**src/rtl/mux_stream_nto1.sv**
```systemverilog
// Registered N-to-1 stream multiplexer with valid/ready handshakes on every channel.
// The channel is chosen either by an external select or by round-robin arbitration.
module mux_stream_nto1 #(
    parameter int unsigned N = 4,
    parameter int unsigned W = 8,
    localparam int unsigned SW = $clog2(N)
) (
    input  logic            i_clk,
    input  logic            i_rst,
    input  logic            i_mode,
    input  logic [SW-1:0]   i_sel,
    input  logic [N*W-1:0]  i_in_data,
    input  logic [N-1:0]    i_in_valid,
    output logic [N-1:0]    o_in_ready,
    output logic [W-1:0]    o_out_data,
    output logic [SW-1:0]   o_out_chan,
    output logic            o_out_valid,
    input  logic            i_out_ready
);

    logic            r_valid;
    logic [W-1:0]    r_data;
    logic [SW-1:0]   r_chan;
    logic [SW-1:0]   r_ptr;

    logic            w_ld;
    logic            w_gnt_vld;
    logic [SW-1:0]   w_gnt;
    logic            w_xfer;
    logic [W-1:0]    w_data;
    logic [SW-1:0]   w_cand;
    int unsigned     w_idx;

    assign w_ld   = !r_valid || i_out_ready;
    assign w_xfer = w_ld && w_gnt_vld && !i_rst;

    always_comb begin
        w_gnt_vld = 1'b0;
        w_gnt     = '0;
        w_cand    = '0;
        w_idx     = 0;
        if (!i_mode) begin
            // An out-of-range select matches no channel and so yields no grant.
            for (int unsigned k = 0; k < N; k++) begin
                if (i_sel == SW'(k) && i_in_valid[k]) begin
                    w_gnt_vld = 1'b1;
                    w_gnt     = SW'(k);
                end
            end
        end else begin
            // Search ptr+1 .. ptr+N (mod N); the first valid candidate wins.
            for (int unsigned i = 1; i <= N; i++) begin
                w_idx  = (32'(r_ptr) + i) % N;
                w_cand = SW'(w_idx);
                for (int unsigned k = 0; k < N; k++) begin
                    if (!w_gnt_vld && w_cand == SW'(k) && i_in_valid[k]) begin
                        w_gnt_vld = 1'b1;
                        w_gnt     = SW'(k);
                    end
                end
            end
        end
    end

    always_comb begin
        w_data = '0;
        for (int unsigned k = 0; k < N; k++) begin
            if (w_gnt == SW'(k)) begin
                w_data = i_in_data[k*W +: W];
            end
        end
    end

    always_comb begin
        o_in_ready = '0;
        for (int unsigned k = 0; k < N; k++) begin
            o_in_ready[k] = w_xfer && (w_gnt == SW'(k));
        end
    end

    always_ff @(posedge i_clk) begin
        if (i_rst) begin
            r_valid <= 1'b0;
            r_data  <= '0;
            r_chan  <= '0;
            r_ptr   <= SW'(N - 1);
        end else if (w_ld) begin
            if (w_xfer) begin
                r_valid <= 1'b1;
                r_data  <= w_data;
                r_chan  <= w_gnt;
                r_ptr   <= w_gnt;
            end else begin
                r_valid <= 1'b0;
            end
        end
    end

    assign o_out_valid = r_valid;
    assign o_out_data  = r_data;
    assign o_out_chan  = r_chan;

endmodule

```
**config.mk**
```make
export PLATFORM = sky130hd
export DESIGN_NAME = mux_stream_nto1
export DESIGN_NICKNAME = d
export VERILOG_FILES = /design/src/rtl/mux_stream_nto1.sv
export SDC_FILE = /design/constraint.sdc
export NUM_CORES = 1
export LEC_CHECK = 0
export ABC_AREA = 0
export CORE_MARGIN = 8
export CORE_UTILIZATION = 25
export DETAILED_ROUTE_END_ITERATION = 7
export GPL_ROUTABILITY_DRIVEN = 0
export GPL_TIMING_DRIVEN = 0
export PLACE_DENSITY = 0.6
export REMOVE_ABC_BUFFERS = 1
export SYNTH_ARGS = -nofsm -noshare
export SYNTH_HDL_FRONTEND = slang
export SYNTH_SLANG_ARGS = --single-unit
export TNS_END_PERCENT = 100
```
**constraint.sdc**
```tcl
create_clock -name i_clk -period 2.8 [get_ports i_clk]
set_input_delay 0.42 -clock i_clk [delete_from_list [all_inputs] [get_ports i_clk]]
set_output_delay 0.42 -clock i_clk [all_outputs]
set_load 0.005 [all_outputs]
```
Yosys cells after proc, flatten, opt, wreduce, memory -nomap -nowiden
Index checks and enable logic that the tools add are counted. Widths: inputs -> output; s select.

Logic and storage cells: 152. Input port bits: 42. Register bits: 13.

$add $sub $neg: 4. Reductions and logical operators: 66. Muxes and demuxes: 60. Eq/ne operators: 18.

Operators with widths (count): $logic_and 1x1->1 (41); $mux 1 (39); $mux 2 (17); $mux 8 (4); $eq 2x2->1 const B (12); $logic_not 1->1 (17); $eq 2x1->1 const B (6); $logic_not 2->1 (6); $add 2x1->2 const B (2); $add 2x2->2 const B (2); $reduce_and 2->1 (1); $logic_or 1x1->1 (1).

Longest topological paths before layout
Word-level depth: 85. Mapped depth: 9. Depth with buffers taken out: 6.

Worst setup path before layout
OpenSTA, ideal clock, no wires.

Kind: input port to output port. Start point: in i_in_valid[3]. End point: out o_in_ready[3]. Stages: 5. Setup slack: 715 ps. Arrival: 1665 ps. Cell sequence: buf_6 > mux4_2 > o21ai_1 > nor2_1 > and2_1.

Word-level cells in the longest chain between the ends: 66. Elaborated cells between the ends (all ways): 84.

RTL lines: start, declared (RTL line 13) `input logic [N-1:0] i_in_valid,`; $logic_and 1x1->1 (RTL line 56) `if (!w_gnt_vld && w_cand == SW'(k) && i_in_valid[k]) begin`; $mux 1 (RTL line 56); $mux 1 (RTL line 42) `if (!i_mode) begin`; $logic_not 1->1 (RTL line 56); $logic_and 1x1->1 (2 in a row) (RTL line 56); $mux 1 (RTL line 56); $mux 1 (RTL line 42); $logic_not 1->1 (RTL line 56); (+47 left out); $mux 1 (RTL line 56); $mux 1 (RTL line 42); $logic_not 1->1 (RTL line 56); $logic_and 1x1->1 (2 in a row) (RTL line 56); $mux 1 (RTL line 56); $mux 1 (RTL line 42); $logic_and 1x1->1 (2 in a row) (RTL line 35) `assign w_xfer = w_ld && w_gnt_vld && !i_rst;`; $logic_and 1x1->1 * (RTL line 77) `o_in_ready[k] = w_xfer && (w_gnt == SW'(k));`; end, declared (RTL line 14) `output logic [N-1:0] o_in_ready,`.

Mark *: on every way between the ends. The rest lies on a longest branch, timed or not. The select of a mux whose other input is x is not followed.

Final worst setup path
Start point: in i_in_valid[3]. End point: out o_in_ready[2].

The elaborated chain is that of the path after synthesis.

==> results.sh <==
export IMPL_avgViaCountPerCell=4.89
export IMPL_wl_um=3390
export IMPL_slew_viol_final=0
export IMPL_final_antenna_net_count=0
export IMPL_cts_sinks=13
export IMPL_final_cell_mix="clkdlybuf4s50_1, buf_4, dfxtp_1"
export IMPL_multi_input_area_um2=646
export IMPL_postSynthAreaPerCell_um2=9.04
export IMPL_grt_remaining_overflow=0
export IMPL_crit_path_start_kind="input port"
export IMPL_post_place_ws_ns=-0.742
export IMPL_synth_cells=98
export IMPL_p_per_area_nw_per_um2=380
export IMPL_n_antenna_cell=0
export IMPL_clock_latency_ns=0.27
export IMPL_layout_commonest_cell="clkdlybuf4s50_1"
export IMPL_clock_skew_ns=0.000798
export IMPL_cap_violations=0
export IMPL_slew_headroom_pct=67.5
export IMPL_fin_crit_sh_pct=97.6
export IMPL_holdPathStages=2
export IMPL_hold_viol_final=0
export IMPL_htree_levels=1
export IMPL_fin_tns_setup_ns=0
export IMPL_tightest_slew_ns=0.485
export IMPL_worstPathRequired_ns=2.38
export IMPL_ys_seq_area_share_pct=29.4
export IMPL_syn_cell_area_um2=886
export IMPL_arrival_ns=2.31
export IMPL_yosysUniqueCellTypes=34
export IMPL_grt_max_degree=12
export IMPL_setup_violations=0
export IMPL_start_util_pct=26.3
export IMPL_cts_tree="done"
export IMPL_grt_usage_pct=12.2
export IMPL_ys_warnings_count=0
export IMPL_drtIter0Drc=27
export IMPL_rows=21
export IMPL_via_count=1056
export IMPL_io_pins=57
export IMPL_numCtsBuffers=3
export IMPL_utilization_pct=50.0
export IMPL_grt_pass1_vias=1166
export IMPL_die_h_um=75.5
export IMPL_ys_ff_latch=13
export IMPL_hp_class="reg2reg"
export IMPL_nFillCells=342
export IMPL_crit_path_end_kind="output pin"
export IMPL_dp_hpwl_um=2500
export IMPL_fmax_mhz=366
export IMPL_wire_per_inst_um=15.7
export IMPL_cp_max_fo=11
export IMPL_fp_dieW_um=75.5
export IMPL_die_area_um2=5700
export IMPL_area_growth_pct=89.8
export IMPL_antenna_found_initial=0
export IMPL_drive_gt1_share_pct=23.5
export IMPL_seq_area_um2=260
export IMPL_path_class="in2out"
export IMPL_outcome="finished, final reports clean"
export IMPL_io_buffer_count=56
export IMPL_fin_nets=213
export IMPL_ir_drop_mv=0.265
export IMPL_grt_first_pass_wirelength_um=5360
export IMPL_cts_root_buf="clkbuf_4"
export IMPL_placeableCoreArea_um2=3360
export IMPL_drc=0
export IMPL_dr_pass1_iters=4
export IMPL_placed_cells=195
export IMPL_fin_ws_ns=0.0662
export IMPL_power_leakage_nw=0.686
export IMPL_clk_pin_slew_worst_paths_ns=0.08
export IMPL_clockBufferDepth=2
export IMPL_stdcell_count=216
export IMPL_layout_min_cycle_time_ns=2.73
export IMPL_rr_worst_depth=8
[per-stage QoR]
step	hold WS, ns	total power, W	area (um2)
2_1_floorplan	0.465	0.000332	846
3_3_place_gp	0.472	0.000474	1460
3_5_place_dp	0.481	0.000478	1460
4_1_cts	0.502	0.000638	1640
5_1_grt	0.534	0.000681	1680
6_report	0.500	0.000639	1680
[layout make-up]
class | instances | area share, %
clock buffers | 4 | 1.56
inverters | 3 | 0.670
multi-input cells | 77 | 38.4
well taps | 46 | 3.42
flip-flops and latches | 13 | 15.5
repair buffers | 73 | 40.5
[sequential cells by signal, indices dropped and copies added (netlist names)]
signal and count:
o_out_data 8, o_out_chan 2, r_ptr 2, o_out_valid 1
[cell families (layout without fill, tap and decap cells)]
| logic type | count (synthesis) | count (layout) | share of synthesized area, % |
|---|---|---|---|
| compound gates | 34 | 34 | 27.8 |
| simple gates | 27 | 27 | 16.9 |
| mux | 16 | 16 | 20.1 |
| flops | 13 | 13 | 29.4 |
| buf+inv | 8 | 80 | 5.79 |
[where the power goes]
part           total (W)  switching [W]  internal (W)
Sequential      0.000230      0.0000173      0.000212
Clock           0.000115      0.0000594     0.0000551
Combinational   0.000295       0.000115      0.000180
[per-layer routing]
layer / GRT usage [%] / vias up / wire length, um
met1: 14.3 / 496 / 1500
met4: 2.35 / 0 / 8
li1: - / 522 / -
met2: 20.0 / 36 / 1580
met3: 5.39 / 2 / 299
met5: 0 / - / 0
[repair_timing]
action / in CTS / in global routing
pin swaps: 4 / 1
hold endpoints to repair: 0 / 0
endpoints found under the setup margin: 4 / 3
gates resized for setup: 19 / 6
buffers inserted: 13 / 4
cloned: 0 / 0
hold buffers: 0 / 0
[cell usage after synthesis]
library cell	number	area [um2]
buf_4	1	7.51
nor2_1	4	15.0
inv_1	3	11.3
dfxtp_1	13	260
a21bo_2	1	10.0
o221ai_1	3	26.3
o21bai_2	1	11.3
a21oi_1	3	15.0
buf_2	2	10.0
and2_1	1	6.26
o21a_4	1	15.0
o21ai_1	1	5.00
nor3_1	1	5.00
mux2i_1	11	110
or2b_1	1	7.51
nand3_1	6	30.0
o31ai_1	1	7.51
nor4_1	1	6.26
and3_4	1	11.3
a221oi_1	1	8.76
mux4_2	1	22.5
o2bb2ai_1	1	8.76
o21ai_0	7	35.0
nand2_1	5	18.8
and2b_2	1	8.76
nand2b_1	2	12.5
nand3b_1	3	22.5
a22oi_1	6	45.0
mux2_2	4	45.0
o21a_1	1	7.51
a31oi_1	1	6.26
buf_6	2	22.5
o211ai_1	6	45.0
nor2b_1	1	6.26
[critical path: stages]
cell and delay, ns:
dlygate4sd2_1 0.36, and2b_2 0.26, o21ai_1 0.26, o2bb2ai_4 0.25
and3_4 0.26, clkdlybuf4s50_1 0.50
[path summary, 6_finish.rpt]
path	from	end	slack [ns]
setup / recovery	i_in_valid[3]	o_in_ready[2]	0.07
hold / removal	o_out_data[5]$_SDFFE_PP0P_	o_out_data[5]$_SDFFE_PP0P_	0.50
setup reg to reg	r_ptr[1]$_SDFFE_PP1P_	o_out_data[7]$_SDFFE_PP0P_	0.84
hold reg to reg	o_out_data[5]$_SDFFE_PP0P_	o_out_data[5]$_SDFFE_PP0P_	0.50
No activity file was read; power rests on OpenSTA's default activity.
